### src/rtl/i2s_speaker_tx_if.sv
// Sample bus between the note generator and the I2S speaker transmitter.
// The generator (master) holds a stereo sample pair plus mute/volume steady;
// the transmitter (slave) pulses sample_ack when it has latched them.
interface i2s_speaker_tx_if;
  logic [15:0] audio_in_left;
  logic [15:0] audio_in_right;
  logic [2:0]  vol;
  logic        mute;
  logic        sample_ack;

  modport master (
    output audio_in_left,
    output audio_in_right,
    output vol,
    output mute,
    input  sample_ack
  );

  modport slave (
    input  audio_in_left,
    input  audio_in_right,
    input  vol,
    input  mute,
    output sample_ack
  );
endinterface

### src/rtl/i2s_speaker_tx.sv
// I2S transmitter for the Pmod I2S DAC.
// A free-running 9-bit counter produces MCLK (clk/4), SCK (clk/16) and
// LRCK (clk/512) straight from register bits, so the pins never glitch.
// Once per 512-cycle frame the sample pair is latched (with mute and
// volume applied) into shadow registers, which are then shifted out
// MSB first with the standard I2S one-bit delay after each LRCK edge.
module i2s_speaker_tx #(
  parameter int SAMPLE_W = 16
) (
  input  logic             clk,
  input  logic             rst,
  i2s_speaker_tx_if.slave  bus,
  output logic             audio_mclk,
  output logic             audio_lrck,
  output logic             audio_sck,
  output logic             audio_sdin
);

  logic [8:0]          cnt;
  logic [SAMPLE_W-1:0] shadow_l;
  logic [SAMPLE_W-1:0] shadow_r;
  logic [SAMPLE_W-1:0] proc_l;
  logic [SAMPLE_W-1:0] proc_r;
  logic [4:0]          next_slot;
  logic [4:0]          idx_l;
  logic [4:0]          idx_r;
  logic                next_bit;
  logic                sample_ack_q;

  // Mute forces silence; otherwise attenuate by 7-vol binary steps while
  // keeping the sign, so vol=7 passes the sample through unchanged.
  function automatic logic [SAMPLE_W-1:0] attenuate(
    input logic [SAMPLE_W-1:0] x,
    input logic [2:0]          v,
    input logic                m
  );
    logic [2:0] shamt;
    shamt = 3'd7 - v;
    if (m) return '0;
    return $signed(x) >>> shamt;
  endfunction

  assign proc_l = attenuate(bus.audio_in_left,  bus.vol, bus.mute);
  assign proc_r = attenuate(bus.audio_in_right, bus.vol, bus.mute);

  // Frame counter: every output clock and the slot index derive from it.
  always_ff @(posedge clk or posedge rst) begin
    if (rst) cnt <= '0;
    else     cnt <= cnt + 9'd1;
  end

  assign audio_mclk = cnt[1];
  assign audio_sck  = cnt[3];
  assign audio_lrck = cnt[8];

  // Latch the processed sample pair once per frame, on the wrap edge.
  always_ff @(posedge clk or posedge rst) begin
    if (rst) begin
      shadow_l <= '0;
      shadow_r <= '0;
    end else if (cnt == 9'd511) begin
      shadow_l <= proc_l;
      shadow_r <= proc_r;
    end
  end

  // Pick the bit for the slot about to start; slot 0 carries the previous
  // frame's right-channel LSB because of the one-bit I2S delay.
  always_comb begin
    next_slot = cnt[8:4] + 5'd1;
    idx_l     = 5'd16 - next_slot;
    idx_r     = 5'd0 - next_slot;
    next_bit  = 1'b0;
    if (next_slot == 5'd0)
      next_bit = shadow_r[0];
    else if (next_slot <= 5'd16)
      next_bit = shadow_l[idx_l[3:0]];
    else
      next_bit = shadow_r[idx_r[3:0]];
  end

  // Serial data changes only on SCK falling edges (cnt[3:0] 15 -> 0).
  always_ff @(posedge clk or posedge rst) begin
    if (rst)                    audio_sdin <= 1'b0;
    else if (cnt[3:0] == 4'hF)  audio_sdin <= next_bit;
  end

  // Acknowledge is high for the single cycle after the capture edge.
  always_ff @(posedge clk or posedge rst) begin
    if (rst) sample_ack_q <= 1'b0;
    else     sample_ack_q <= (cnt == 9'd511);
  end

  assign bus.sample_ack = sample_ack_q;

endmodule
### src/flat_wrapper.sv
// flat-port wrapper written by rule: the top's interface ports become plain ports
module i2s_speaker_tx_flat 
#(
  parameter int SAMPLE_W = 16
)
  (clk, rst, audio_mclk, audio_lrck, audio_sck, audio_sdin, bus_audio_in_left, bus_audio_in_right, bus_vol, bus_mute, bus_sample_ack);
  i2s_speaker_tx_if bus_i ();
  input  logic clk;
  input  logic rst;
  output logic audio_mclk;
  output logic audio_lrck;
  output logic audio_sck;
  output logic audio_sdin;
  input wire logic [$bits(bus_i.audio_in_left)-1:0] bus_audio_in_left;
  input wire logic [$bits(bus_i.audio_in_right)-1:0] bus_audio_in_right;
  input wire logic [$bits(bus_i.vol)-1:0] bus_vol;
  input wire logic [$bits(bus_i.mute)-1:0] bus_mute;
  output wire logic [$bits(bus_i.sample_ack)-1:0] bus_sample_ack;
  assign bus_i.audio_in_left = bus_audio_in_left;
  assign bus_i.audio_in_right = bus_audio_in_right;
  assign bus_i.vol = bus_vol;
  assign bus_i.mute = bus_mute;
  assign bus_sample_ack = bus_i.sample_ack;
  i2s_speaker_tx #(.SAMPLE_W(SAMPLE_W)) u_core (.clk(clk), .rst(rst), .bus(bus_i), .audio_mclk(audio_mclk), .audio_lrck(audio_lrck), .audio_sck(audio_sck), .audio_sdin(audio_sdin));
endmodule
### config.mk
export PLATFORM = sky130hd
export DESIGN_NAME = i2s_speaker_tx_flat
export DESIGN_NICKNAME = d
export VERILOG_FILES = /design/src/rtl/i2s_speaker_tx_if.sv /design/src/rtl/i2s_speaker_tx.sv /design/src/flat_wrapper.sv
export SDC_FILE = /design/constraint.sdc
export NUM_CORES = 1
export LEC_CHECK = 0
export ABC_CLOCK_PERIOD_IN_PS = 2500
export CAP_MARGIN = 10
export CORE_UTILIZATION = 35
export CTS_CLUSTER_SIZE = 14
export DETAILED_ROUTE_END_ITERATION = 10
export GPL_ROUTABILITY_DRIVEN = 0
export PLACE_DENSITY_LB_ADDON = 0.15
export SKIP_LAST_GASP = 1
export SYNTH_ARGS = -nofsm -noshare
export SYNTH_HDL_FRONTEND = slang
export SYNTH_SLANG_ARGS = --single-unit
### constraint.sdc
create_clock -name clk -period 2.5 [get_ports clk]
set_input_delay 0.5 -clock clk [delete_from_list [all_inputs] [get_ports clk]]
set_output_delay 0.5 -clock clk [all_outputs]
set_load 0.05 [all_outputs]
* After elaboration in Yosys (flattened, before gate mapping)
Cells that the tools add are included.
** Cells by class
- Order comparisons :: 3
- Reductions and logical operators :: 1
- Eq/ne operators :: 2
- Shifts and indexed selects :: 2
- Muxes and demuxes :: 10
- Add/subtract/negate cells :: 5
** Operator list (count)
- $mux W16 :: 3
- $sshr A16 B3 Y16 :: 2
- $lt A4 B5 Y1 const B :: 2
- $add A9 B1 Y9 const B :: 1
- $eq A9 B9 Y1 const B :: 1
- $bmux W1 S4 :: 2
- $sub A1 B4 Y4 const A :: 2
- $add A5 B1 Y5 const B :: 1
- $le A5 B5 Y1 const B :: 1
- $logic_not A5 Y1 :: 1
- $mux W1 :: 5
- $eq A4 B4 Y1 const B :: 1
- $sub A3 B3 Y3 const A :: 1
** Word-level totals
- Bits of input ports :: 38
- Logic and storage cells :: 28
- Output and inout bits :: 5
- Register bits after elaboration :: 43

* Longest topological paths before layout
Gate-level depths: netlist of run 1.
- Word-level depth :: 6
- Depth in mapped cells :: 10
- Depth with buffers taken out :: 7

* Worst setup path before layout of run 1
No wires, ideal clock.
- Path kind :: flip-flop to flip-flop
- From :: reg u_core.cnt[1]
- To :: reg u_core.shadow_l[10]
- Setup slack :: 195 ps
- Clock period less this slack :: 2305 ps
- Buffers on the path :: 3
- Data required time :: 2359 ps
- Stages on the path, launching flop included :: 10
- Data arrival time :: 2164 ps
- Library setup time :: 141 ps
- Path through :: dfrtp_1 ha_1 and3_1 clkbuf_1 nand2_1 nor2_1 ha_1 clkbuf_1 clkbuf_1 o22ai_1
** Between the ends
- Word-level cells in the longest chain between the ends :: 1
** RTL lines
- start: declaration :: line i2s_speaker_tx.sv:19 : logic [8:0] cnt;
- start signal: assignment :: line i2s_speaker_tx.sv:49 : else cnt <= cnt + 9'd1;
- $eq A9 B9 Y1 :: line i2s_speaker_tx.sv:61 : end else if (cnt == 9'd511) begin
- end signal: assignment :: line i2s_speaker_tx.sv:62 : shadow_l <= proc_l;
- end: declaration :: line i2s_speaker_tx.sv:20 : logic [SAMPLE_W-1:0] shadow_l;
No other way between the ends.
A chain may end at the register's enable or synchronous reset.

* Final worst setup path of run 1
- From :: reg u_core.cnt[4]
- To :: reg u_core.audio_sdin
** Between the ends
- Word-level cells in the longest chain between the ends :: 6
- Elaborated cells on any way between the ends :: 11
- Those cells by class :: add/sub (3); order compare (1); mux (6); reduce/logical (1)
** RTL lines
- $add A5 B1 Y5 (*) :: line i2s_speaker_tx.sv:70 : next_slot = cnt[8:4] + 5'd1;
- $sub A1 B4 Y4 :: line i2s_speaker_tx.sv:71, i2s_speaker_tx.sv:72
- $bmux W1 S4, on equally long branches :: line i2s_speaker_tx.sv:79, i2s_speaker_tx.sv:77
- $mux W1, on equally long branches :: line i2s_speaker_tx.sv:79, i2s_speaker_tx.sv:77
- $mux W1 :: line i2s_speaker_tx.sv:76 : else if (next_slot <= 5'd16)
- $mux W1 (*) :: line i2s_speaker_tx.sv:74 : if (next_slot == 5'd0)
- end signal: assignment :: line i2s_speaker_tx.sv:85 : else if (cnt[3:0] == 4'hF) audio_sdin <= next_bit;
- end: declaration :: line i2s_speaker_tx.sv:16 : output logic audio_sdin
Every way passes the cells marked *; elsewhere a longest branch is shown, timed or not. The select of a mux whose other input is x is not followed.

==> results by group, run 1 <==
Timing
  • Worst slew margin: 0.640
  • Max Slew Vio Count: 0
  • Max Clock Freq: around 0.45 GHz
  • Final Hold Fails: 0
  • Tightest Pin Transition: ~0.54 ns
  • Unrepaired setup endpoints after global routing: no
  • Final setup viols: 0
  • Skew final: ~0.0063 ns
  • Period Utilization, post-route: 0.884
  • Setup tns final: 0 ns
  • Setup slack after layout: 0.290 ns
  • Post-layout minimum cycle time: approximately 2.2 ns

Clocking
  • Post-CTS setup buffers: 0
  • Cts-stage hold buffer count: 0
  • Clk Latency, worst-skew pair: 0.29 ns
  • Post-CTS sizing: 0
  • Clock slew at reported path FFs: approximately 0.080 ns
  • Clock sink count: 43
  • CTS root buf: clkbuf_8
  • Maximum clock path buffer count: 2
  • CTS H-tree depth: 2
  • CTS tree: built
  • CTS buffer count: 5

Power and ir drop
  • Leak: between 1.5 and 2 nW
  • Maximum vdd ir drop: about 210 uV
  • Overall Power: around 0.0014 W
  • Pwr Density: slightly below 400 nW/um^2

Synthesis
  • Synth Warn #: 0
  • Mapped cell area: approximately 3000 sq um
  • Register area share after synthesis: 0.353
  • Mapped Cells: ~280
  • Mapped Avg Cell Area: ~11 sq um
  • Synthesized Nets: around 330
  • Synth Register Bits: 43
  • Cell variety after synth: 32

Floorplan
  • Area of the die: ~9100 sq um
  • Cell Rows: 33
  • Die Height: between 90 and 100 microns
  • Initial Utilization: 0.366
  • Core area: between 8000 and 9000 sq um
  • Die W: approximately 95 microns
  • I/O pins: 43

Detailed routing
  • Detail Route Antenna Nets: 0
  • DRT Pass-1 Iters: 4
  • Drt drc: 0
  • DRT Wirelength: roughly 6500 microns
  • Via count: between 2000 and 2500
  • WL/cell: about 15 microns
  • Via density: 5.17
  • DR iter-0 viols: 92

Global routing
  • First-pass GRT wire length: ~11000 microns
  • Grt ovf: 0
  • Initial antenna violation count: 0
  • Vias in the first global route: 2239
  • Global Route Usage Sum: 0.160
  • Largest net degree at the start of global routing: 44

Critical path
  • CP startpoint kind: register
  • Largest fanout on the critical path: 11
  • Worst Path Arrival: around 2.4 ns
  • Worst Path Required: 2.67 ns
  • R2R cell count: 6
  • Worst flop-to-flop path endpoint: u_core.audio_sdin
  • R2R setup slack: between 0.2 and 0.3 ns
  • Crit path kind: reg2reg
  • RR Startpoint: u_core.cnt[4]
  • Setup crit end kind: register

Placed design
  • Dpl cell area: about 3600 sq um
  • Post-DP HPWL: 5010 microns
  • Pre-CTS WS: between 0.2 and 0.3 ns
  • PortBufs: 42

Outcome
  • Status: completed

Cells and area
  • Share of post-route cells with drive strength above 1: 0.103
  • Ant diodes: 0
  • Fillers: ~800
  • Final #Nets: approximately 360
  • Design Area, Final: 3650 sq um
  • P&R area growth vs syn: 19.6%

Run
  • Max-cap viol count: 0

Hold path
  • Hold Crit Endpoint: u_core.cnt[0]
  • Min-Delay Path Depth: 1
  • Worst Hold Launch: u_core.cnt[0]
  • Hold Crit Class: reg2reg
[state kept, by name, summed over array words and instances, names as in the netlist]
| register | count |
|---|---|
| u_core.bus.sample_ack | 1 |
| u_core.audio_sdin | 1 |
| u_core.shadow_r | 16 |
| u_core.shadow_l | 16 |
| u_core.cnt | 9 |
[stage by stage]
step	hold slack, ns	cells	util
CTS	0.448	426	0.437
finish	0.447	426	0.437
global placement	0.431	418	0.426
global route	0.472	426	0.437
floorplan	0.413	284	-
detailed placement	0.437	418	0.426
[cells in the mapped netlist]
library cell / instances / share of area
nor3_1: 2 / 0.0033
and3b_1: 1 / 0.0029
mux2i_1: 57 / 0.19
buf_2: 7 / 0.011
nand4bb_1: 1 / 0.0037
inv_1: 35 / 0.043
o21a_1: 2 / 0.0049
a21boi_0: 1 / 0.0025
clkbuf_1: 12 / 0.015
xnor2_1: 4 / 0.011
a21oi_1: 15 / 0.025
ha_1: 4 / 0.016
nand2b_1: 3 / 0.0062
buf_4: 4 / 0.0098
o211a_1: 1 / 0.0033
and3_1: 2 / 0.0041
xor2_1: 5 / 0.014
or2_1: 1 / 0.0021
o22ai_1: 33 / 0.068
a211oi_1: 2 / 0.0049
xnor2_2: 1 / 0.0053
o21ai_0: 1 / 0.0016
nor2_1: 5 / 0.0062
mux4_1: 8 / 0.069
nand3_1: 6 / 0.0098
mux4_2: 12 / 0.089
or3_1: 1 / 0.0021
nor2b_1: 4 / 0.0082
nand2_1: 9 / 0.011
buf_6: 1 / 0.0037
o2111ai_1: 1 / 0.0029
dfrtp_1: 43 / 0.35
[cells in the final DEF (no fill, tap or decap), types with 3 or more instances in the layout]
| cell type | count |
|---|---|
| a21oi_1 | 15 |
| dfrtp_1 | 43 |
| inv_1 | 35 |
| xnor2_1 | 4 |
| nand2_1 | 9 |
| clkbuf_8 | 6 |
| buf_4 | 11 |
| o22ai_1 | 33 |
| nor2_1 | 5 |
| ha_1 | 4 |
| xor2_1 | 5 |
| nor2b_1 | 4 |
| mux2i_1 | 57 |
| nand3_1 | 6 |
| mux4_2 | 12 |
| mux4_1 | 8 |
| clkdlybuf4s50_1 | 40 |
| nand2b_1 | 3 |
[worst max-delay path, stage by stage (launching register included)]
cell and delay (ns):
dfrtp_1 0.39, ha_1 0.56, mux4_1 0.61, mux2i_1 0.17, mux2i_1 0.10, o22ai_1 0.17, a21oi_1 0.08
[per-layer routing]
metal	up-vias	global-route usage	part of all wire
li1	1120	-	-
met1	1029	0.222	0.50
met2	48	0.259	0.46
met3	5	0.0207	0.030
met4	0	0.0455	0.013
met5	-	0	0
[layout make-up]
class                   instances  area [sq um]  share of cell area
well taps                     105           131              0.0360
clock inverters                 1          8.76             0.00240
repair buffers                 53           493               0.135
inverters                      35           131              0.0360
multi-input cells             182          1720               0.472
clock buffers                   7          86.3              0.0237
flip-flops and latches         43          1080               0.295
[power by group]
part / internal, W / switching [W] / leakage (nW) / total (W)
clock: 0.000226 / 0.000230 / 0.0484 / 0.000456
sequential: 0.000695 / 0 / 0.414 / 0.000695
combinational: 0.000147 / 0.000130 / 1.24 / 0.000277
total: 0.00107 / 0.000360 / 1.70 / 0.00143
[how the worst max path moves through the flow]
stage	from	end	slack, ns	cells after the start
global placement	u_core.cnt[4]	u_core.audio_sdin	0.32	6
finish	u_core.cnt[4]	u_core.audio_sdin	0.29	6
detailed placement	u_core.cnt[5]	u_core.audio_sdin	0.30	6
floorplan	u_core.cnt[1]	u_core.shadow_l[10]	0.19	9
CTS	u_core.cnt[4]	u_core.audio_sdin	0.28	6
global route	u_core.cnt[4]	u_core.shadow_r[8]	0.14	7
[cells by family after synthesis]
family / count (synthesis) / synth area share
mux: 77 / 0.345
compound gates: 56 / 0.112
buf+inv: 59 / 0.0829
xor+xnor: 10 / 0.0312
flops: 43 / 0.353
simple gates: 35 / 0.0595
fa+ha+maj: 4 / 0.0164
(Power assumes the default switching activity.)
==> run 2, diff against run 1 <==
--- a/config.mk
+++ b/config.mk
@@ -5,13 +5,14 @@
 export SDC_FILE = /design/constraint.sdc
 export NUM_CORES = 1
 export LEC_CHECK = 0
-export ABC_CLOCK_PERIOD_IN_PS = 2500
+export ABC_CLOCK_PERIOD_IN_PS = 1950
 export CAP_MARGIN = 10
 export CORE_UTILIZATION = 35
 export CTS_CLUSTER_SIZE = 14
 export DETAILED_ROUTE_END_ITERATION = 10
 export GPL_ROUTABILITY_DRIVEN = 0
-export PLACE_DENSITY_LB_ADDON = 0.15
+export MAX_ROUTING_LAYER = met4
+export PLACE_DENSITY_LB_ADDON = 0.08
 export SKIP_LAST_GASP = 1
 export SYNTH_ARGS = -nofsm -noshare
 export SYNTH_HDL_FRONTEND = slang
==> constraint.sdc (replaced) <==
create_clock -name clk -period 1.95 [get_ports clk]
set_input_delay 0.39 -clock clk [delete_from_list [all_inputs] [get_ports clk]]
set_output_delay 0.39 -clock clk [all_outputs]
set_load 0.05 [all_outputs]
==> run 2 against run 1 <==
Compared with the run above:
- clock power increased by 78%
- sequential cell count did not move
- cell count up 3.8%
- register-to-register slack worse by 0.33 ns
- via count is 3.4% higher
- the run now ends with negative setup slack left
- critical path type unchanged
- power up 45%
- largest cell class unchanged
- count of clock-buffer cells in the layout is 1 lower
- combinational power is 34% higher
- sequential power grew 28%
==> results by group, run 2 (synthesis results as in run 1) <==
Floorplan
  • Cell Rows: 33 (unchanged)
  • I/O pins: 43 (unchanged)
  • Initial Utilization: 0.366 (unchanged)
  • Core area: 8340 sq um (unchanged)
  • Die Height: 95.3 microns (unchanged)
  • Die W: 95.3 microns (unchanged)
  • Area of the die: 9090 sq um (unchanged)

Run
  • Max-cap viol count: 0 (unchanged)

Timing
  • Final Hold Fails: 0 (unchanged)
  • Tightest Pin Transition: 0.502 ns (-0.0384 ns)
  • Max Clock Freq: 0.503 GHz (+11%)
  • Worst slew margin: 0.665 (+0.0246)
  • Setup slack after layout: -0.0368 ns (-0.326 ns)
  • Skew final: 0.00858 ns (+0.00226 ns)
  • Post-layout minimum cycle time: 1.99 ns (-0.224 ns)
  • Final setup viols: 1 (+1)
  • Setup tns final: -0.0368 ns (-0.0368 ns)
  • Unrepaired setup endpoints after global routing: yes
  • Period Utilization, post-route: 1.02 (+0.135)
  • Max Slew Vio Count: 0 (unchanged)

Critical path
  • Setup crit end kind: register
  • RR Startpoint: u_core.cnt[4]
  • R2R setup slack: -0.04 ns (-0.33 ns)
  • CP startpoint kind: register
  • Crit path kind: reg2reg
  • Worst Path Arrival: 2.16 ns (-0.22 ns)
  • Worst Path Required: 2.12 ns (-0.55 ns)
  • Largest fanout on the critical path: 4 (-7)
  • Start point of the critical path: u_core.cnt[4]

Outcome
  • Status: finished with violations
  • Violated checks: negative setup slack

Cells and area
  • Final non-filler cell total: 442 (+3.8%)
  • Area occupied by multi-input gates: 1790 sq um (+4.3%)
  • Most frequent cells in the layout: 57 x mux2i_1, 40 x dfrtp_1, 36 x clkdlybuf4s50_1
  • Ant diodes: 0 (unchanged)
  • Share of post-route cells with drive strength above 1: 0.187 (+0.0841)
  • Register Area: 1080 sq um (+0.35%)
  • Most common cell after layout, fill and taps aside: mux2i_1
  • Design Area, Final: 3920 sq um (+7.4%)
  • P&R area growth vs syn: 28.5%
  • Largest registers: u_core.shadow_l (16), u_core.shadow_r (16), u_core.cnt (9)
  • Fillers: 791 (-1.7%)
  • Final #Nets: 378 (+4.4%)

Detailed routing
  • DR iter-0 viols: 125 (+36%)
  • WL/cell: 15.3 microns (+0.78%)
  • Via density: 5.15 (-0.34%)
  • Via count: 2277 (+3.4%)
  • Detail Route Antenna Nets: 0 (unchanged)
  • DRT Wirelength: 6780 microns (+4.6%)
  • Drt drc: 0 (unchanged)
  • DRT Pass-1 Iters: 4 (unchanged)

Hold path
  • Hold Crit Class: reg2reg
  • Worst Hold Launch: u_core.cnt[0]

Power and ir drop
  • Pwr Density: 529 nW/um^2 (+35%)
  • Seq pwr share: 0.430 (-0.057)
  • Combinational power share: 0.179 (-0.015)
  • Pint: 0.00160 W (+50%)
  • Sw Ratio: 0.226 (-0.0256)
  • Clock power share: 0.391 (+0.072)
  • Leak: 1.83 nW (+7.7%)
  • Switching pwr: 0.000469 W (+30%)
  • Maximum vdd ir drop: 233 uV (+9.9%)

Clocking
  • Clk Latency, worst-skew pair: 0.29 ns (about the same)
  • CTS H-tree depth: 2 (unchanged)
  • CTS buffer count: 5 (unchanged)
  • Clock sink count: 43 (unchanged)
  • CTS tree: built
  • CTS root buf: clkbuf_8
  • Cts-stage hold buffer count: 0 (unchanged)
  • Maximum clock path buffer count: 2 (unchanged)
  • Clock slew at reported path FFs: 0.08 ns (about the same)

Placed design
  • Dpl cell area: 3670 sq um (+3.3%)
  • Post-DP HPWL: 5030 microns (+0.48%)
  • Pre-CTS WS: -0.0410 ns (-0.336 ns)
  • Placed Cells: 425 (+1.7%)
  • PortBufs: 42 (unchanged)

Global routing
  • First-pass GRT wire length: 11200 microns (+0.93%)
  • Vias in the first global route: 2253 (+0.63%)
  • Largest net degree at the start of global routing: 44 (unchanged)
  • Initial antenna violation count: 0 (unchanged)
  • Grt ovf: 0 (unchanged)
  • Global Route Usage Sum: 0.165 (+0.00581)
==> run 2: power groups by stage <==
stage	registers [W]	clock network (W)	logic, W
after global routing	0.000891	0.000862	0.000409
after detailed placement	0.000909	0	0.000373
after CTS	0.000891	0.000832	0.000374
final	0.000891	0.000810	0.000372
after global placement	0.000909	0	0.000374
after floorplan	0.000909	0	0.000221
==> run 2: worst max-delay path: stages (launching register included) <==
cell and delay [ns]:
dfrtp_2 0.44, ha_4 0.30, buf_4 0.13, mux4_1 0.55
mux2i_1 0.14, mux2i_1 0.10, o22ai_1 0.15, a21oi_1 0.08
==> run 2: final timing paths <==
path                                     end  cells past startpoint
max                        u_core.audio_sdin                      7
min                            u_core.cnt[0]                      1
max reg2reg                u_core.audio_sdin                      7
min reg2reg                    u_core.cnt[0]                      1
max in group asynchronous      u_core.cnt[8]                      3
min in group asynchronous      u_core.cnt[2]                      3
==> run 2: area by class of cell <==
class                   instances  share of cell area
well taps                     105              0.0335
clock inverters                 2              0.0153
flip-flops and latches         43               0.276
inverters                      35              0.0335
multi-input cells             183               0.458
clock buffers                   6              0.0185
repair buffers                 68               0.166
==> run 2: stage by stage <==
step	utilization	power, W	hold slack, ns
floorplan	-	0.00113	0.417
global placement	0.440	0.00128	0.434
detailed placement	0.440	0.00128	0.437
CTS	0.456	0.00210	0.448
global route	0.470	0.00216	0.460
finish	0.470	0.00207	0.444
==> run 2: layer usage <==
| layer | share of wire | GRT usage | up-vias |
|---|---|---|---|
| met5 | 0 | - | - |
| met4 | 0.0096 | 0.0417 | 0 |
| met3 | 0.027 | 0.0255 | 4 |
| met2 | 0.47 | 0.255 | 47 |
| met1 | 0.50 | 0.227 | 1083 |
| li1 | - | - | 1143 |
==> run 2: repair_timing <==
item,4_1_cts,5_1_grt
resized for setup,0,10
cloned,0,1
endpoints found under the setup margin,1,32
pin swaps,1,5
hold endpoints to repair,0,0
buffers inserted,0,8
==> run 3, diff against run 2 <==
--- a/config.mk
+++ b/config.mk
@@ -6,7 +6,6 @@
 export NUM_CORES = 1
 export LEC_CHECK = 0
 export ABC_CLOCK_PERIOD_IN_PS = 1950
-export CAP_MARGIN = 10
 export CORE_UTILIZATION = 35
 export CTS_CLUSTER_SIZE = 14
 export DETAILED_ROUTE_END_ITERATION = 10
==> results of run 3 <==
The final DEF is identical to that of run 2; final timing and power are the same.
